File: src/rtl/ifetch_queue_pkg.sv
// Shared fetch/decode constants: instruction width, default geometry, reset PC,
// filler NOP encoding and the opcode fields the decoder keys on.
// Latency: n/a (declarations only). Backpressure: n/a.
package ifetch_queue_pkg;

    localparam int          INSN_W       = 32;
    localparam int          DEF_ADDR_W   = 7;
    localparam logic [31:0] DEF_RESET_PC = 32'h0000_0000;

    // addi x0, x0, 0
    localparam logic [31:0] INSN_NOP     = 32'h0000_0013;

    // Major opcode field insn[6:2]
    localparam logic [4:0]  OP_IMM       = 5'b00100;
    localparam logic [4:0]  OP_JAL       = 5'b11011;

    // Fetch is word-granular: the two low PC bits are forced to zero.
    function automatic logic [31:0] align_pc(input logic [31:0] pc);
        return {pc[31:2], 2'b00};
    endfunction

endpackage

File: src/rtl/ifetch_queue_sync_fifo.sv
// Small synchronous FIFO with flush; head word shown directly from storage.
// Latency: a word pushed at an edge is at the head in the following cycle.
// Backpressure: caller must not push when full unless popping the same cycle.
//
// Ports: clk, rst (sync, active-high), flush_i (clears contents, wins over
// push/pop), push_i/push_dat_i, pop_i (ignored when empty),
// head_vld_o/head_dat_o, count_o (0..DEPTH).
module ifetch_queue_sync_fifo #(
    parameter  int WIDTH = 64,
    parameter  int DEPTH = 4,
    localparam int PTR_W = $clog2(DEPTH),
    localparam int CNT_W = PTR_W + 1
) (
    input  logic             clk,
    input  logic             rst,
    input  logic             flush_i,
    input  logic             push_i,
    input  logic [WIDTH-1:0] push_dat_i,
    input  logic             pop_i,
    output logic             head_vld_o,
    output logic [WIDTH-1:0] head_dat_o,
    output logic [CNT_W-1:0] count_o
);

    logic [DEPTH-1:0][WIDTH-1:0] mem_q;
    logic [PTR_W-1:0]            wr_ptr_q, wr_ptr_d;
    logic [PTR_W-1:0]            rd_ptr_q, rd_ptr_d;
    logic [CNT_W-1:0]            count_q,  count_d;
    logic                        do_pop;

    assign do_pop = pop_i & (count_q != '0);

    always_comb begin
        wr_ptr_d = wr_ptr_q;
        rd_ptr_d = rd_ptr_q;
        count_d  = count_q;
        // DEPTH is a power of two, so pointers wrap naturally.
        if (push_i) wr_ptr_d = wr_ptr_q + PTR_W'(1);
        if (do_pop) rd_ptr_d = rd_ptr_q + PTR_W'(1);
        case ({push_i, do_pop})
            2'b10:   count_d = count_q + CNT_W'(1);
            2'b01:   count_d = count_q - CNT_W'(1);
            default: count_d = count_q;
        endcase
    end

    always_ff @(posedge clk) begin
        if (rst) begin
            mem_q    <= '0;
            wr_ptr_q <= '0;
            rd_ptr_q <= '0;
            count_q  <= '0;
        end else if (flush_i) begin
            wr_ptr_q <= '0;
            rd_ptr_q <= '0;
            count_q  <= '0;
        end else begin
            if (push_i) mem_q[wr_ptr_q] <= push_dat_i;
            wr_ptr_q <= wr_ptr_d;
            rd_ptr_q <= rd_ptr_d;
            count_q  <= count_d;
        end
    end

    assign head_vld_o = (count_q != '0);
    assign head_dat_o = mem_q[rd_ptr_q];
    assign count_o    = count_q;

    overflow_chk: assert property (@(posedge clk) disable iff (rst)
        !(push_i && !do_pop && !flush_i && count_q == CNT_W'(DEPTH)));

endmodule

File: src/rtl/ifetch_queue.sv
// Instruction fetch front end: addresses a sync ROM, queues returned words with
// their PC, and hands them to the sequencer; redirect flushes and restarts.
// Latency: 2 cycles from reset release / redirect edge to first insn_valid_o.
// Backpressure: issues a ROM read only while FIFO entries + in-flight read
// (net of this cycle's pop) leave room, so the FIFO never overflows.
//
// Ports: clk, rst (sync, active-high); rom_addr_o/rom_data_i (ROM word
// address, data one cycle later); insn_valid_o/insn_o/insn_pc_o/insn_ready_i
// (head handshake); redirect_valid_i/redirect_pc_i (flush and new target).
module ifetch_queue
    import ifetch_queue_pkg::*;
#(
    parameter int          ADDR_W   = DEF_ADDR_W,
    parameter int          DEPTH    = 4,
    parameter logic [31:0] RESET_PC = DEF_RESET_PC
) (
    input  logic              clk,
    input  logic              rst,
    output logic [ADDR_W-1:0] rom_addr_o,
    input  logic [INSN_W-1:0] rom_data_i,
    output logic              insn_valid_o,
    output logic [INSN_W-1:0] insn_o,
    output logic [31:0]       insn_pc_o,
    input  logic              insn_ready_i,
    input  logic              redirect_valid_i,
    input  logic [31:0]       redirect_pc_i
);

    localparam int CNT_W = $clog2(DEPTH) + 1;
    localparam int OCC_W = CNT_W + 1;
    localparam int ENT_W = INSN_W + 32;

    logic [31:0]       fetch_pc_q,    fetch_pc_d;
    logic              inflight_q,    inflight_d;
    logic [31:0]       inflight_pc_q, inflight_pc_d;

    logic [CNT_W-1:0]  fifo_count;
    logic              fifo_vld;
    logic [ENT_W-1:0]  fifo_head;
    logic [OCC_W-1:0]  occupancy;
    logic              pop;
    logic              push;
    logic              issue;

    // A redirect discards the head, so it is never reported as consumed.
    assign pop  = fifo_vld & insn_ready_i & ~redirect_valid_i;
    assign push = inflight_q & ~redirect_valid_i;

    // Credit: slots already committed (queued + in flight) after this pop.
    assign occupancy = OCC_W'(fifo_count) + OCC_W'(inflight_q) - OCC_W'(pop);
    assign issue     = ~redirect_valid_i & (occupancy < OCC_W'(DEPTH));

    always_comb begin
        fetch_pc_d    = fetch_pc_q;
        inflight_d    = issue;
        inflight_pc_d = inflight_pc_q;
        if (redirect_valid_i) begin
            fetch_pc_d = align_pc(redirect_pc_i);
        end else if (issue) begin
            fetch_pc_d    = fetch_pc_q + 32'd4;
            inflight_pc_d = fetch_pc_q;
        end
    end

    always_ff @(posedge clk) begin
        if (rst) begin
            fetch_pc_q    <= RESET_PC;
            inflight_q    <= 1'b0;
            inflight_pc_q <= '0;
        end else begin
            fetch_pc_q    <= fetch_pc_d;
            inflight_q    <= inflight_d;
            inflight_pc_q <= inflight_pc_d;
        end
    end

    // When nothing issues, the ROM harmlessly re-reads the held address.
    assign rom_addr_o = fetch_pc_q[ADDR_W+1:2];

    ifetch_queue_sync_fifo #(
        .WIDTH (ENT_W),
        .DEPTH (DEPTH)
    ) u_fifo (
        .clk        (clk),
        .rst        (rst),
        .flush_i    (redirect_valid_i),
        .push_i     (push),
        .push_dat_i ({rom_data_i, inflight_pc_q}),
        .pop_i      (pop),
        .head_vld_o (fifo_vld),
        .head_dat_o (fifo_head),
        .count_o    (fifo_count)
    );

    assign insn_valid_o = fifo_vld;
    assign insn_o       = fifo_head[ENT_W-1:32];
    assign insn_pc_o    = fifo_head[31:0];

endmodule

File: config.mk
export PLATFORM = sky130hd
export DESIGN_NAME = ifetch_queue
export DESIGN_NICKNAME = d
export VERILOG_FILES = /design/src/rtl/ifetch_queue_pkg.sv /design/src/rtl/ifetch_queue_sync_fifo.sv /design/src/rtl/ifetch_queue.sv
export SDC_FILE = /design/constraint.sdc
export NUM_CORES = 1
export LEC_CHECK = 0
export CAP_MARGIN = 40
export CORE_MARGIN = 2
export CORE_UTILIZATION = 51
export CTS_CLUSTER_SIZE = 24
export DETAILED_ROUTE_END_ITERATION = 8
export GPL_TIMING_DRIVEN = 0
export PLACE_DENSITY = 0.76
export RECOVER_POWER = 50
export SETUP_SLACK_MARGIN = 0.3
export SLEW_MARGIN = 20
export SYNTH_ARGS = -nofsm -noshare
export SYNTH_HDL_FRONTEND = slang
export SYNTH_SLANG_ARGS = --single-unit
File: constraint.sdc
create_clock -name clk -period 3.9 [get_ports clk]
set_clock_uncertainty 0.2 [all_clocks]
set_input_delay 1.17 -clock clk [delete_from_list [all_inputs] [get_ports clk]]
set_output_delay 1.17 -clock clk [all_outputs]
set_load 0.05 [all_outputs]
Yosys cells after proc, flatten, opt, wreduce, memory -nomap -nowiden
Index checks and enable logic that the tools add are counted.

word-level totals
  output and inout port bits = 72
  bits in registers = 328
  input bits = 68
  word-level logic and storage cells = 45

cells by class
  $lt $le $gt $ge = 4
  multiplexer cells = 8
  equality and inequality tests = 2
  add/sub/neg operators = 7
  reduce and logical (&&, ||, !) cells = 7
  bitwise logic cells = 6

operators with widths
  operator                                                     number
  bitwise mux 256 bit                                          1
  binary-select mux 64 bit (select 2 bit)                      1
  demux 64 bit (select 2 bit)                                  1
  two-way mux 64 bit                                           2
  two-way mux 32 bit                                           2
  adder 32 x 3 -> 32 bit (second input constant)               1
  less-than comparator 2 x 3 -> 1 bit (second input constant)  2
  one-hot mux 3 bit (2 select lines)                           1
  AND 1 bit                                                    5
  adder 2 x 1 -> 2 bit (second input constant)                 2
  adder 3 x 1 -> 4 bit                                         1
  less-than comparator 4 x 3 -> 1 bit (second input constant)  1
  AND reduction 2 bit                                          2
  nonzero test 2 bit                                           2
  subtractor 4 x 1 -> 4 bit                                    1
  adder 3 x 1 -> 3 bit (second input constant)                 1
  nonzero test 3 bit                                           1
  subtractor 3 x 1 -> 3 bit (second input constant)            1
  equality test 2 x 1 -> 1 bit (second input constant)         1
  equality test 2 bit (second input constant)                  1
  >= comparator 2 x 1 -> 1 bit (second input constant)         1
  OR reduction 2 bit                                           1
  logical AND 1 bit                                            1
  NOT 1 bit                                                    1

Depth between registers and ports, before layout
  word-level depth = 8
  depth in mapped cells = 14
  mapped depth without buffers = 10

Cells and area by module
A second synthesis with hierarchy kept.

unflattened totals
  cells, all modules = 1663
  area, all modules = 15364.7 µm²

modules (own cells, without submodules)
  module                  seq. area each (µm²)  cells an instance  area each (µm²)  instances
  ifetch_queue_sync_fifo  5265.0                1237               11815.1          1
  ifetch_queue            1221.2                426                3549.7           1

Worst setup path after synthesis
OpenSTA, ideal clock, no wires.

  path kind = input -> register
  start = input redirect_valid_i
  end = register inflight_pc_q[10]
  path slack = -0.326 ns
  library setup time = 0.128 ns
  stages = 14
  data arrival time = 3.898 ns
  buffers on the path = 5
  required time = 3.572 ns
  cells stage by stage = clkbuf_1 > clkbuf_1 > and3b_1 > ha_1 > inv_1 > ha_1 > and3b_1 > or4_1 > buf_6 > buf_6 > a21oi_1 > buf_4 > mux2i_1 > nor2_1

between the ends
  word-level cells in the longest chain between the ends = 6

ends and longest elaborated chain
  element                              RTL line            RTL
  from (decl)                          ifetch_queue.sv:25  input logic redirect_valid_i,
  NOT 1 bit (no line) *                n/a
  AND 1 bit                            ifetch_queue.sv:46  assign pop = fifo_vld & insn_ready_i & ~redirect_valid_i;
  subtractor 4 x 1 -> 4 bit            ifetch_queue.sv:50  assign occupancy = OCC_W'(fifo_count) + OCC_W'(inflight_q) - OCC_W'(pop);
  less-than comparator 4 x 3 -> 1 bit  ifetch_queue.sv:51  assign issue = ~redirect_valid_i & (occupancy < OCC_W'(DEPTH));
  AND 1 bit                            ifetch_queue.sv:51
  AND reduction 2 bit (no line) *      n/a
  to (signal assigned)                 ifetch_queue.sv:73  inflight_pc_q <= inflight_pc_d;
  to (decl)                            ifetch_queue.sv:35  logic [31:0] inflight_pc_q, inflight_pc_d;

Mark *: on every way between the ends. The rest lies on a longest branch, timed or not.
A chain may end at the register's enable or synchronous reset.

Worst setup path in the final report
  start = input redirect_valid_i
  end = register fetch_pc_q[31]

between the ends
  word-level cells in the longest chain between the ends = 6
  elaborated cells between the ends (all ways) = 7
  those cells by class = 1 x add/sub; 1 x order compare; 1 x mux; 3 x bitwise; 1 x reduce/logical

ends and longest elaborated chain
  element                              RTL line            RTL
  NOT 1 bit (no line)                  n/a
  AND 1 bit                            ifetch_queue.sv:46
  subtractor 4 x 1 -> 4 bit            ifetch_queue.sv:50
  less-than comparator 4 x 3 -> 1 bit  ifetch_queue.sv:51
  AND 1 bit                            ifetch_queue.sv:51
  nonzero test 2 bit (no line)         n/a
  to (signal assigned)                 ifetch_queue.sv:71  fetch_pc_q <= fetch_pc_d;
  to (decl)                            ifetch_queue.sv:33  logic [31:0] fetch_pc_q, fetch_pc_d;

Parallel ways exist; a longest one is shown, timed or not.

==> run metrics <==
routability cong.=0.894; Overall Global Routing Usage=26.3%; final hold violations=0; clock sink count=316; fin. max-slew vios=0; DRC violations left=0; # IOs=140; # port buffers=135; synth-to-layout area growth=27.2%; placed cell areas=15400 µm²; Max Cap Violations=0; ant diodes=0; Detailed Route Iter0 Violations=1163; DP Worst Slack=-1.11 ns; Die Span Y=166 µm; Synth area leader=dfxtp_1; critical path capture point type=flip-flop; largest net degree at the start of global routing=15; final-stage net count=1836; share of cells above drive strength 1=15.9%; setup violators final=0; FF-to-FF path depth=11; Mean Syn Cell Area=8.65 µm²; fin util=65.9%; post-synthesis sequential area ratio=47.0%; post-synthesis instance total=1557; synth top area cells=dfxtp_1 47%, nand2_1 14%, a21oi_1 10%, mux4_2 10%, clkbuf_1 3.0%; commonest non-fill, non-tap cells in the layout=513 x nand2_1, 316 x dfxtp_1, 274 x a21oi_1; Num CTS Buffers=34; Max rail drop VDD=329 µV; main flop type after synthesis=dfxtp_1; design area=17100 µm²; Final period util=99.2%; die footprint=27700 µm²; fmax=258 MHz; min Tclk post-route=3.87 ns; Startpoint Class=primary input; Post-synth ARST share=0%; CTS root buf=clkbuf_16; flop2flop setup slack=0.22 ns; CP arrival=4.07 ns; Worst Hold Class=flip-flop to flip-flop; most common cell after layout, fill and taps aside=nand2_1; Skew-Pair Late Insertion Delay=0.52 ns; normalized max-slew margin=39.5%; core area=26000 µm²; Synth cell types=45; hold path endpoint=u_fifo.mem_q[56]; synthesized flop and latch total=316; hold depth=2; Placed Cells=2032; drt wl/cell=18.0 µm; Mapped Area=13500 µm²; Die X=166 µm; CTS max path bufs=3; Layout Cells excl Fill=2116; worst r2r src=u_fifo.count_o[2]; Yosys warning count=0; CTS H-tree lvls=2; capturing point of the worst reg2reg path=fetch_pc_q[31]; vias in the first global route=11.8k; CTS tree=done; RSZ-0062 raised after global routing=true; Static Leak=6.00 nW; power consumption=7.27 mW; antenna viol nets, final=0; run status=finished, final reports clean; Final WS setup=0.0305 ns; DR vias/cell=5.61; Worst Tran Pin Value=0.907 ns; Post-synth EDFFs=0; row cnt=59; Worst Path Class, Setup=primary input to flip-flop; Power Dens Cells=425 nW/µm²; DRT Pass-1 Iters=5; Post-DP HPWL=24700 µm; first-pass GRT wire length=59800 µm; Overflow after GRT=0; Req. time, crit path=4.10 ns; worst-path maximum fanout=7; Initial Util=51.8%; HP Start=u_fifo.mem_q[56]; via count=11.9k; initial antenna violation count=1; Synth top area share=47.0%; Total Wirelength=38000 µm; CTS clk-pin slew, worst paths=0.06 ns
[repair_timing]
item                       4_1_cts  5_1_grt
gates cloned                     2        1
hold endpoints to repair         0        0
pin swaps                       19       32
hold buffers                     0        0
setup buffers                   12       10
gates resized for setup        281       71
setup endpoints to repair      123       99
[kinds of logic (layout without fill, tap and decap cells)]
group	count (synthesis)	after routing	share of synthesized area, %
buf+inv	166	389	5.08
xor+xnor	27	27	1.76
fa+ha+maj	10	10	0.985
flops	316	316	47.0
compound gates	332	332	14.1
simple gates	610	610	18.2
mux	95	95	12.8
other cells	1	2	0.0279
[worst max-delay path by stage]
stage                                 from  depth (start not counted)             end
after detailed placement  redirect_valid_i                         13  fetch_pc_q[19]
after floorplan           redirect_valid_i                         13  fetch_pc_q[27]
after CTS                 redirect_valid_i                         14  fetch_pc_q[26]
after global routing      redirect_valid_i                         13  fetch_pc_q[29]
after global placement    redirect_valid_i                         13  fetch_pc_q[31]
final                     redirect_valid_i                         13  fetch_pc_q[31]
[flip-flops by register name, indices dropped and copies added (netlist names)]
signal,flops
u_fifo.mem_q,248
u_fifo.rd_ptr_q,2
inflight_pc_q,30
inflight_q,1
u_fifo.count_o,3
fetch_pc_q,30
u_fifo.wr_ptr_q,2
[cells in the mapped netlist (7+ instances only)]
master and instances:
xnor2_1 7, buf_1 7, ha_1 9, a21oi_1 279, clkbuf_1 106, inv_1 38
o21a_1 20, nor2_1 41, a211oi_1 9, nand3_1 8, dfxtp_1 316, mux4_2 62
mux2i_1 33, xor2_1 20, nand2_1 514, nor2b_1 7, and4_1 7, buf_4 12
[stage by stage]
| step | hold WS (ns) | TNS (ns) |
|---|---|---|
| after detailed placement | 0.245 | -74.95 |
| after floorplan | 0.233 | -1.39 |
| final | 0.250 | 0 |
| after CTS | 0.253 | 0 |
| after global routing | 0.268 | 0 |
| after global placement | 0.238 | -83.81 |
[layer usage]
metal | global-route usage (%) | vias to the layer above | wire (µm)
met4 | 9.67 | 0 | 1250
met2 | 45.8 | 499 | 18900
met1 | 33.0 | 5676 | 15000
met5 | 0 | - | 0
met3 | 4.18 | 84 | 2910
li1 | - | 5615 | -
[area by class of cell]
type	count	area [µm²]
fillers	2079	8860
multi-input cells	1076	6770
repair buffers	164	1570
clock buffers	50	1030
inverters	38	143
flip-flops and latches	316	6330
plain buffers	128	713
clock inverters	9	155
well taps	335	419
[where the power goes]
group | switching (mW) | internal (mW)
clock network | 1.30 | 2.10
registers | 0.0683 | 3.28
logic | 0.306 | 0.212
[worst max-delay path, stage by stage]
cell       delay (ns)
buf_12           0.10
buf_8            0.11
clkbuf_16        0.14
and3b_1          0.20
ha_2             0.17
inv_2            0.04
ha_4             0.19
and3b_2          0.21
or4_4            0.55
buf_12           0.16
a2111oi_1        0.65
xor2_1           0.17
o21a_1           0.20
No activity file was read; power rests on OpenSTA's default activity.
